[src/rtl/min_max_tracker_8_bit.sv]
// min_max_tracker_8_bit: per-block running max/min of an unsigned 8-bit sample stream.
// Ports:
//   Clock_In, Reset_In (async, active-high), Clear_In (sync abort),
//   Data_Valid_In/Data_In (sample in), Busy_Out, Sample_Count_Out,
//   Max_Out/Min_Out with first-occurrence Max_Index_Out/Min_Index_Out,
//   Result_Valid_Out (one-cycle strobe when a block result is published).
module min_max_tracker_8_bit #(
    parameter int BLOCK_LENGTH = 16,
    localparam int IDX_W = $clog2(BLOCK_LENGTH)
) (
    input  logic             Clock_In,
    input  logic             Reset_In,
    input  logic             Clear_In,
    input  logic             Data_Valid_In,
    input  logic [7:0]       Data_In,
    output logic             Busy_Out,
    output logic [IDX_W-1:0] Sample_Count_Out,
    output logic [7:0]       Max_Out,
    output logic [7:0]       Min_Out,
    output logic [IDX_W-1:0] Max_Index_Out,
    output logic [IDX_W-1:0] Min_Index_Out,
    output logic             Result_Valid_Out
);

    typedef enum logic {
        IDLE,
        ACCUM
    } state_t;

    localparam logic [IDX_W-1:0] LAST_IDX = IDX_W'(BLOCK_LENGTH - 1);
    localparam logic [IDX_W-1:0] ONE      = IDX_W'(1);

    state_t           state_q;
    logic [IDX_W-1:0] count_q;
    logic             busy_q;
    logic [7:0]       run_max_q;
    logic [7:0]       run_min_q;
    logic [IDX_W-1:0] run_max_idx_q;
    logic [IDX_W-1:0] run_min_idx_q;
    logic [7:0]       max_q;
    logic [7:0]       min_q;
    logic [IDX_W-1:0] max_idx_q;
    logic [IDX_W-1:0] min_idx_q;
    logic             rv_q;

    // Candidate running values if the current sample is folded in.
    // Strict compares keep the earlier index on ties.
    logic             gt;
    logic             lt;
    logic             last;
    logic [7:0]       max_d;
    logic [7:0]       min_d;
    logic [IDX_W-1:0] max_idx_d;
    logic [IDX_W-1:0] min_idx_d;

    always_comb begin
        gt        = Data_In > run_max_q;
        lt        = Data_In < run_min_q;
        last      = count_q == LAST_IDX;
        max_d     = gt ? Data_In : run_max_q;
        min_d     = lt ? Data_In : run_min_q;
        max_idx_d = gt ? count_q : run_max_idx_q;
        min_idx_d = lt ? count_q : run_min_idx_q;
    end

    always_ff @(posedge Clock_In or posedge Reset_In) begin
        if (Reset_In) begin
            state_q       <= IDLE;
            count_q       <= '0;
            busy_q        <= 1'b0;
            run_max_q     <= '0;
            run_min_q     <= '0;
            run_max_idx_q <= '0;
            run_min_idx_q <= '0;
            max_q         <= '0;
            min_q         <= '0;
            max_idx_q     <= '0;
            min_idx_q     <= '0;
            rv_q          <= 1'b0;
        end else begin
            rv_q <= 1'b0;
            if (Clear_In) begin
                // Abort drops the partial block and any sample offered with it.
                state_q       <= IDLE;
                count_q       <= '0;
                busy_q        <= 1'b0;
                run_max_q     <= '0;
                run_min_q     <= '0;
                run_max_idx_q <= '0;
                run_min_idx_q <= '0;
            end else if (Data_Valid_In) begin
                unique case (state_q)
                    IDLE: begin
                        state_q       <= ACCUM;
                        count_q       <= ONE;
                        busy_q        <= 1'b1;
                        run_max_q     <= Data_In;
                        run_min_q     <= Data_In;
                        run_max_idx_q <= '0;
                        run_min_idx_q <= '0;
                    end
                    ACCUM: begin
                        if (last) begin
                            // Publish directly from the folded values so the
                            // last sample takes part in the result.
                            max_q     <= max_d;
                            min_q     <= min_d;
                            max_idx_q <= max_idx_d;
                            min_idx_q <= min_idx_d;
                            rv_q      <= 1'b1;
                            state_q   <= IDLE;
                            count_q   <= '0;
                            busy_q    <= 1'b0;
                        end else begin
                            run_max_q     <= max_d;
                            run_min_q     <= min_d;
                            run_max_idx_q <= max_idx_d;
                            run_min_idx_q <= min_idx_d;
                            count_q       <= count_q + ONE;
                            busy_q        <= 1'b1;
                        end
                    end
                endcase
            end
        end
    end

    assign Busy_Out         = busy_q;
    assign Sample_Count_Out = count_q;
    assign Max_Out          = max_q;
    assign Min_Out          = min_q;
    assign Max_Index_Out    = max_idx_q;
    assign Min_Index_Out    = min_idx_q;
    assign Result_Valid_Out = rv_q;

endmodule
[config.mk]
export PLATFORM = sky130hd
export DESIGN_NAME = min_max_tracker_8_bit
export DESIGN_NICKNAME = d
export VERILOG_FILES = /design/src/rtl/min_max_tracker_8_bit.sv
export SDC_FILE = /design/constraint.sdc
export NUM_CORES = 1
export LEC_CHECK = 0
export ABC_CLOCK_PERIOD_IN_PS = 3200
export CORE_MARGIN = 8
export CORE_UTILIZATION = 35
export CTS_BUF_LIST = sky130_fd_sc_hd__clkbuf_8
export CTS_CLUSTER_DIAMETER = 80
export CTS_CLUSTER_SIZE = 14
export DETAILED_ROUTE_END_ITERATION = 16
export SLEW_MARGIN = 5
export SYNTH_ARGS = -nofsm -noshare
export SYNTH_HDL_FRONTEND = slang
export SYNTH_SLANG_ARGS = --single-unit
[constraint.sdc]
create_clock -name Clock_In -period 3.2 [get_ports Clock_In]
set_clock_uncertainty 0.15 [all_clocks]
set_input_delay 0.64 -clock Clock_In [delete_from_list [all_inputs] [get_ports Clock_In]]
set_output_delay 0.64 -clock Clock_In [all_outputs]
set_load 0.01 [all_outputs]
[Word-level counts from Yosys, hierarchy flattened]
Cells that the tools add are included.
Storage, ports and cells
  bits in registers: 54
  bits of input ports: 12
  output and inout port bits: 30
  logic and storage cells: 53
Cells by class
  $add $sub $neg: 1
  magnitude comparators: 2
  equality and inequality tests: 2
  muxes and demuxes: 32
  bitwise logic cells: 2
  reduce and logical (&&, ||, !) cells: 3
Operators by type and width (count)
  $mux 8: 8
  $mux 4: 11
  $pmux 8 s2: 2
  $pmux 4 s2: 3
  $gt 8x8->1: 1
  $lt 8x8->1: 1
  $mux 1: 7
  $add 4x1->4 const B: 1
  $eq 4x4->1 const B: 1
  $reduce_and 4->1: 1
  $ne 3x3->1 const B: 1
  $not 1->1: 2
  $pmux 1 s2: 1
  $reduce_and 2->1: 1
  $reduce_bool 2->1: 1

[Longest topological paths before layout]
Gate-level depths: netlist (run 1).
  word-level depth: 6
  depth in mapped cells: 8
  depth with buffers taken out: 7

[Worst setup path before layout (run 1)]
Ideal clock, no wire load.
  path kind: input -> register
  start point: input Data_In[7]
  end point: register run_max_q[0]
  library setup time: 142 ps
  arrival: 1955 ps
  required time: 2908 ps
  setup slack: 953 ps
  cell stages on the path: 6
  buffers on the path: 0
  path through: ha_1 > nand4_1 > or2_4 > a31o_2 > a31oi_4 > o221ai_1
Between the ends
  longest elaborated chain between the ends: 6
RTL lines
  start: declaration: line 15  | input logic [7:0] Data_In,
  $gt 8x8->1: line 57  | gt = Data_In > run_max_q;
  $mux 8: line 60  | max_d = gt ? Data_In : run_max_q;
  $mux 8: line 103  | if (last) begin
  $pmux 8 s2: line 92  | unique case (state_q)
  $mux 8: line 91  | end else if (Data_Valid_In) begin
  $mux 8: line 82  | if (Clear_In) begin
  end signal: assignment: line 97  | run_max_q <= Data_In;
  end signal: assignment: line 115  | run_max_q <= max_d;
  end: declaration: line 36  | logic [7:0] run_max_q;
No other way between the ends. The select of a mux whose other input is x is not followed.
A chain may end at the register's enable or synchronous reset.

[Final worst setup path (run 1)]
  start point: input Data_In[7]
  end point: register max_q[0] (netlist: Max_Out[0])
Between the ends
  longest elaborated chain between the ends: 2
RTL lines
  $gt 8x8->1: line 57
  $mux 8: line 60
  end signal: assignment: line 106  | max_q <= max_d;
  end: declaration: line 40  | logic [7:0] max_q;
No other way between the ends.

==> impl_metrics.yaml, run 1 <==
outcome:
  outcome: "completed"
synth:
  syn_avg_cell_area_um2: 9.50
  synth_ff_type: "dfrtp_1"
  syn_area_mm2: 0.00290
  synthCells: 305
  postSynth.asyncResetShare_pct: 100
  yosys-top-cells-area: "dfrtp_1 47%, o211ai_1 7.0%, ha_1 6.9%"
  synth_top_area_cell: "dfrtp_1"
  synth_top_area_share_pct: 46.7
  synth_edf_count: 0
  yosysUniqueCellTypes: 41
  yosysSeqAreaShare_pct: 46.7
  ys_seq_elements: 54
  synth_nets: 333
  yosys_warnings: 0
cts:
  cts_tree: "yes"
  post_cts.repair.setup_buffers: 0
  cts_resized: 0
  cts-root-buf: "clkbuf_8"
  insertion_delay_ns: 0.30
  cts_buffer_depth: 2
  numCtsBuffers: 5
  cts_max_level: 2
  cts_hold_buf: 0
  cts.sinks: 54
  cts.clk_slew.worst_paths_ns: 0.09
setup_path:
  r2r-end: "run_max_idx_q[0]$_DFFE_PP0P_"
  worst-endpoint-required_ns: 3.23
  critPathKind: "primary input to flip-flop"
  crit_path_end_kind: "flip-flop"
  crit_path_max_fanout: 7
  rr_worst_depth: 6
  r2r_slack_ns: 0.77
  timing.rr.start: "Sample_Count_Out[0]$_DFFE_PP0P_"
  cp-start-kind: "primary input"
  critPathArrivalTime_ns: 2.79
sta:
  fin_crit_ns: 2.76
  relSlewSlack_pct: 32.6
  fmax_mhz: 363
  rsz0062_at_grt: "false"
  hold_violations: 0
  fin_crit_sh_pct: 86.2
  finalSetupTns_ns: 0
  setup_viol: 0
  max_slew.worst_pin.slew_ns: 1.01
  slew_violations: 0
layout:
  diodes: 0
  nNetsFinal: 379
  final_common_cell: "dfrtp_1"
  n_fill_cell: 822
  drive_gt1_share_pct: 9.69
  syn_to_final_growth_pct: 22.6
  final_cell_mix: "54 x dfrtp_1, 48 x nand2_1, 41 x clkdlybuf4s50_1"
  final_core_util_pct: 43.7
power:
  switching_power_uw: 413
  combPwrFrac_pct: 19.7
  ir_drop_v: 0.000227
  leakagePower_nw: 1.49
  p_seq_share_pct: 53.2
  power_density_mw_per_mm2: 387
  intPower_uw: 960
  power.share.clock_pct: 27.0
  swShare_pct: 30.1
die:
  num_io_pins: 42
  die_h_um: 107
  core_mm2: 0.00813
  rows: 33
  dieArea_mm2: 0.0114
  fp.dieW_um: 107
  start_util_pct: 35.6
grt:
  antenna_found_initial: 0
  globalRouteOverflowTotal: 0
  grt_pass1_vias: 2510
  grt_use_total_pct: 13.7
  grt_max_degree: 55
  grt_pass1_wl_mm: 12.9
place:
  gp_congestion: 0.821
  port_buffers: 41
  dp_hpwl_mm: 5.51
drt:
  drcViolationCount: 0
  drt_pass1_iterations: 4
  vias: 2444
  ant_nets: 0
  routed_wirelength_mm: 7.51
  route.detailed.wl_per_inst_um: 16.5
  drt_iter0_drc: 138
  viasPerCell: 5.36
hold_path:
  whs_endpoint: "run_min_idx_q[0]$_DFFE_PP0P_"
  min_path_cells: 1
  min_from: "run_min_idx_q[0]$_DFFE_PP0P_"
  hold_path.class: "flip-flop to flip-flop"
run:
  drv_cap: 0
## critical path: stages
cell	delay, ns
clkdlybuf4s50_1	0.54
ha_1	0.40
nand2_1	0.06
o21ai_0	0.41
nand2_1	0.25
buf_4	0.23
nand4_1	0.14
o211ai_1	0.11
## per-layer routing
metal	track usage [%]	share of wire (%)	vias to the layer above
met4	4.62	1.5	0
met2	22.0	46	47
met1	18.1	48	1195
met5	0	0	-
li1	-	-	1194
met3	2.40	4.3	8
## how the worst max path moves through the flow
stage / startpoint / end / slack [ns] / cells past startpoint
after floorplan: Data_In[7] / run_max_q[0]$_DFFE_PP0P_ / 0.95 / 6
after global placement: Data_In[7] / Max_Out[5]$_DFFE_PP0P_ / 0.18 / 8
after detailed placement: Data_In[7] / run_max_q[7]$_DFFE_PP0P_ / 0.12 / 7
after CTS: Data_In[7] / run_max_q[1]$_DFFE_PP0P_ / 0.44 / 7
after global routing: Data_In[7] / Max_Out[5]$_DFFE_PP0P_ / 0.28 / 8
final: Data_In[7] / Max_Out[0]$_DFFE_PP0P_ / 0.44 / 8
## layout make-up
class / instances / area, um2 / share of cell area (%)
Clock buffer: 5 / 68.8 / 1.94
Clock inverter: 2 / 15.0 / 0.423
Inverter: 27 / 103 / 2.89
Multi-Input combinational cell: 209 / 1360 / 38.3
Sequential cell: 54 / 1350 / 38.1
Tap cell: 105 / 131 / 3.70
Timing Repair Buffer: 54 / 520 / 14.7
## stage by stage
stage | setup WS (ns) | power, mW | cells | hold WS (ns) | cell area, um2
after floorplan | 0.953 | 0.913 | 305 | 0.300 | 2900
after global placement | 0.175 | 1.01 | 449 | 0.324 | 3470
after detailed placement | 0.121 | 1.01 | 449 | 0.326 | 3470
after CTS | 0.440 | 1.39 | 456 | 0.354 | 3550
after global routing | 0.285 | 1.45 | 456 | 0.383 | 3550
final | 0.443 | 1.37 | 456 | 0.352 | 3550
## kinds of logic (layout without fill, tap and decap cells)
| logic type | count (synthesis) | count (layout) | synth area share, % |
|---|---|---|---|
| simple gates | 102 | 102 | 16.5 |
| compound gates | 91 | 91 | 23.5 |
| flops | 54 | 54 | 46.7 |
| buf+inv | 42 | 88 | 6.35 |
| fa+ha+maj | 16 | 16 | 6.91 |
## flip-flops by register name (all words and copies together), names as in the netlist
name and count:
Max_Out 8, Max_Index_Out 4, Result_Valid_Out 1, Sample_Count_Out 4, Min_Out 8, run_min_idx_q 4, Min_Index_Out 4, run_max_q 8
run_max_idx_q 4, Busy_Out 1, run_min_q 8
## Yosys cell counts (2+ instances only)
master / count
o21ai_0: 6
nor2_1: 21
nand3_1: 6
o211ai_1: 27
nor3_1: 2
o2bb2ai_1: 4
a31o_2: 2
a21oi_1: 18
buf_2: 7
dfrtp_1: 54
inv_1: 26
a21o_1: 2
buf_4: 2
nor2b_1: 2
clkbuf_1: 4
ha_1: 16
o221ai_1: 8
a31oi_1: 5
nand2b_1: 2
a22o_1: 8
nand2_1: 48
nand4_1: 16
## power by group through the flow
| stage | Combinational (mW) | Clock, mW | Sequential [mW] |
|---|---|---|---|
| floorplan | 0.177 | 0 | 0.736 |
| global placement | 0.267 | 0 | 0.743 |
| detailed placement | 0.271 | 0 | 0.743 |
| CTS | 0.274 | 0.390 | 0.730 |
| global route | 0.303 | 0.409 | 0.735 |
| finish | 0.271 | 0.372 | 0.731 |
Power figures use the tool's default switching activity.
==> inputs of run 2 (changes only) <==
--- a/config.mk
+++ b/config.mk
@@ -5,7 +5,7 @@
 export SDC_FILE = /design/constraint.sdc
 export NUM_CORES = 1
 export LEC_CHECK = 0
-export ABC_CLOCK_PERIOD_IN_PS = 3200
+export ABC_CLOCK_PERIOD_IN_PS = 3450
 export CORE_MARGIN = 8
 export CORE_UTILIZATION = 35
 export CTS_BUF_LIST = sky130_fd_sc_hd__clkbuf_8
==> constraint.sdc (replaced) <==
create_clock -name Clock_In -period 3.45 [get_ports Clock_In]
set_clock_uncertainty 0.15 [all_clocks]
set_input_delay 0.69 -clock Clock_In [delete_from_list [all_inputs] [get_ports Clock_In]]
set_output_delay 0.69 -clock Clock_In [all_outputs]
set_load 0.01 [all_outputs]
==> run 2 against run 1 <==
  * Hold slack worse by 0.0029 ns
  * Setup slack better by 0.17 ns
  * Register-to-register slack better by 0.36 ns
  * Cell count stayed put
  * Largest cell class unchanged
  * Largest power group unchanged
==> impl_metrics.yaml, run 2 (synthesis gave the netlist of run 1 again) <==
setup_path:
  path_buf_inv: 2
  critPathSlowestCell: "clkdlybuf4s50_1"
  worst-endpoint-required_ns: 3.54
  cp-start-kind: "primary input"
  crit_path_end_kind: "flip-flop"
  cp_top_family: "simple AND/OR/NAND/NOR gates"
  crit_path_max_fanout: 15
  critPathArrivalTime_ns: 2.93
  cpPeakStageDelay_ns: 0.56
  critPathKind: "primary input to flip-flop"
  path_cells: "clkdlybuf4s50_1 > ha_1 > nand4_1 > or2_4 > nand2_1 > buf_4 > nand3_2 > o221ai_1"
layout:
  drive_gt1_share_pct: 9.69
  multi_input_area_mm2: 0.00136
  final_cell_mix: "54 x dfrtp_1, 48 x nand2_1, 41 x clkdlybuf4s50_1"
  diodes: 0
  final_common_cell: "dfrtp_1"
  syn_to_final_growth_pct: 22.1
  n_fill_cell: 794
  nNetsFinal: 378
  final_area_mm2: 0.00354
  ff_latch_area_mm2: 0.00135
cts:
  insertion_delay_ns: 0.32
  cts_buffer_depth: 2
  cts_max_level: 2
  cts_tree: "yes"
  cts.clk_slew.worst_paths_ns: 0.10
  cts-root-buf: "clkbuf_8"
  cts_hold_buf: 0
  numCtsBuffers: 5
  post_cts.repair.setup_buffers: 0
  cts_resized: 0
  cts.sinks: 54
sta:
  setup_viol: 0
  fmax_mhz: 352
  relSlewSlack_pct: 55.1
  hold_violations: 0
  slew_violations: 0
  fin_crit_ns: 2.84
  fin_crit_sh_pct: 82.3
  finalSetupTns_ns: 0
  rsz0062_at_grt: "false"
  max_slew.worst_pin.slew_ns: 0.671
drt:
  route.detailed.wl_per_inst_um: 17.2
  routed_wirelength_mm: 7.85
  viasPerCell: 5.48
  drt_iter0_drc: 134
  ant_nets: 0
  drt_pass1_iterations: 6
  drcViolationCount: 0
  vias: 2497
grt:
  grt_max_degree: 36
  grt_pass1_wl_mm: 13.3
  antenna_found_initial: 0
  grt_use_total_pct: 14.4
  grt_pass1_vias: 2522
  globalRouteOverflowTotal: 0
place:
  placed_area_mm2: 0.00345
  port_buffers: 41
  dp_hpwl_mm: 5.57
  gp_congestion: 0.841
hold_path:
  hold_path.class: "flip-flop to flip-flop"
die:
  die_h_um: 107
  rows: 33
  start_util_pct: 35.6
  core_mm2: 0.00813
  num_io_pins: 42
  dieArea_mm2: 0.0114
  fp.dieW_um: 107
power:
  leakagePower_nw: 1.49
  ir_drop_v: 0.000159
  power_density_mw_per_mm2: 366
run:
  drv_cap: 0
outcome:
  outcome: "completed"
run 2: changes by cell type in the layout (fill, tap and decap cells not counted), sizes merged:
| cell | before | now |
|---|---|---|
| clkinvlp | 2 | 1 |
| buf | 13 | 12 |
| clkinv | 1 | 3 |
run 2: layout make-up:
type | instances | share of cell area (%)
multi-input combinational | 209 | 38.5
sequential | 54 | 38.2
timing repair buffer | 53 | 14.1
tap | 105 | 3.71
inverter | 27 | 2.90
clock buffer | 5 | 1.95
clock inverter | 3 | 0.601
run 2: path summary, 6_finish.rpt:
| kind | start | to | slack (ns) | cells past startpoint |
|---|---|---|---|---|
| max | Data_In[7] | run_max_q[0]$_DFFE_PP0P_ | 0.61 | 8 |
| min | run_min_idx_q[2]$_DFFE_PP0P_ | run_min_idx_q[2]$_DFFE_PP0P_ | 0.35 | 1 |
| max reg2reg | Sample_Count_Out[0]$_DFFE_PP0P_ | Max_Out[5]$_DFFE_PP0P_ | 1.13 | 6 |
| min reg2reg | run_min_idx_q[2]$_DFFE_PP0P_ | run_min_idx_q[2]$_DFFE_PP0P_ | 0.35 | 1 |
| max in group asynchronous | Reset_In | run_min_q[4]$_DFFE_PP0P_ | 1.94 | 3 |
| min in group asynchronous | Reset_In | Sample_Count_Out[1]$_DFFE_PP0P_ | 0.57 | 2 |
run 2: worst reg2reg max path, delay by kind of cell (launching register included):
family          cells  cell delay, ns
buf+inv             1            0.43
fa+ha+maj           1            0.29
simple gates        3            0.71
compound gates      1            0.12
flops               1            0.51
run 2: stage by stage:
stage / hold slack, ns / total power [mW] / util (%) / cells / setup WS (ns)
2_1_floorplan: 0.300 / 0.847 / - / 305 / 1.15
3_3_place_gp: 0.323 / 0.933 / 42.4 / 448 / 0.344
3_5_place_dp: 0.325 / 0.941 / 42.4 / 448 / 0.290
4_1_cts: 0.353 / 1.30 / 43.5 / 456 / 0.630
5_1_grt: 0.377 / 1.37 / 43.5 / 456 / 0.445
6_report: 0.349 / 1.29 / 43.5 / 456 / 0.611
run 2: power breakdown:
part | switching, mW | internal (mW)
Sequential | 0.0246 | 0.655
Clock | 0.222 | 0.143
Combinational | 0.156 | 0.0934
run 2: layer usage:
layer / up-vias / routed length [um] / track usage (%)
met4: 0 / 110 / 5.03
met1: 1217 / 3680 / 19.4
met2: 67 / 3640 / 22.2
li1: 1203 / - / -
met5: - / 0 / 0
met3: 10 / 427 / 3.24
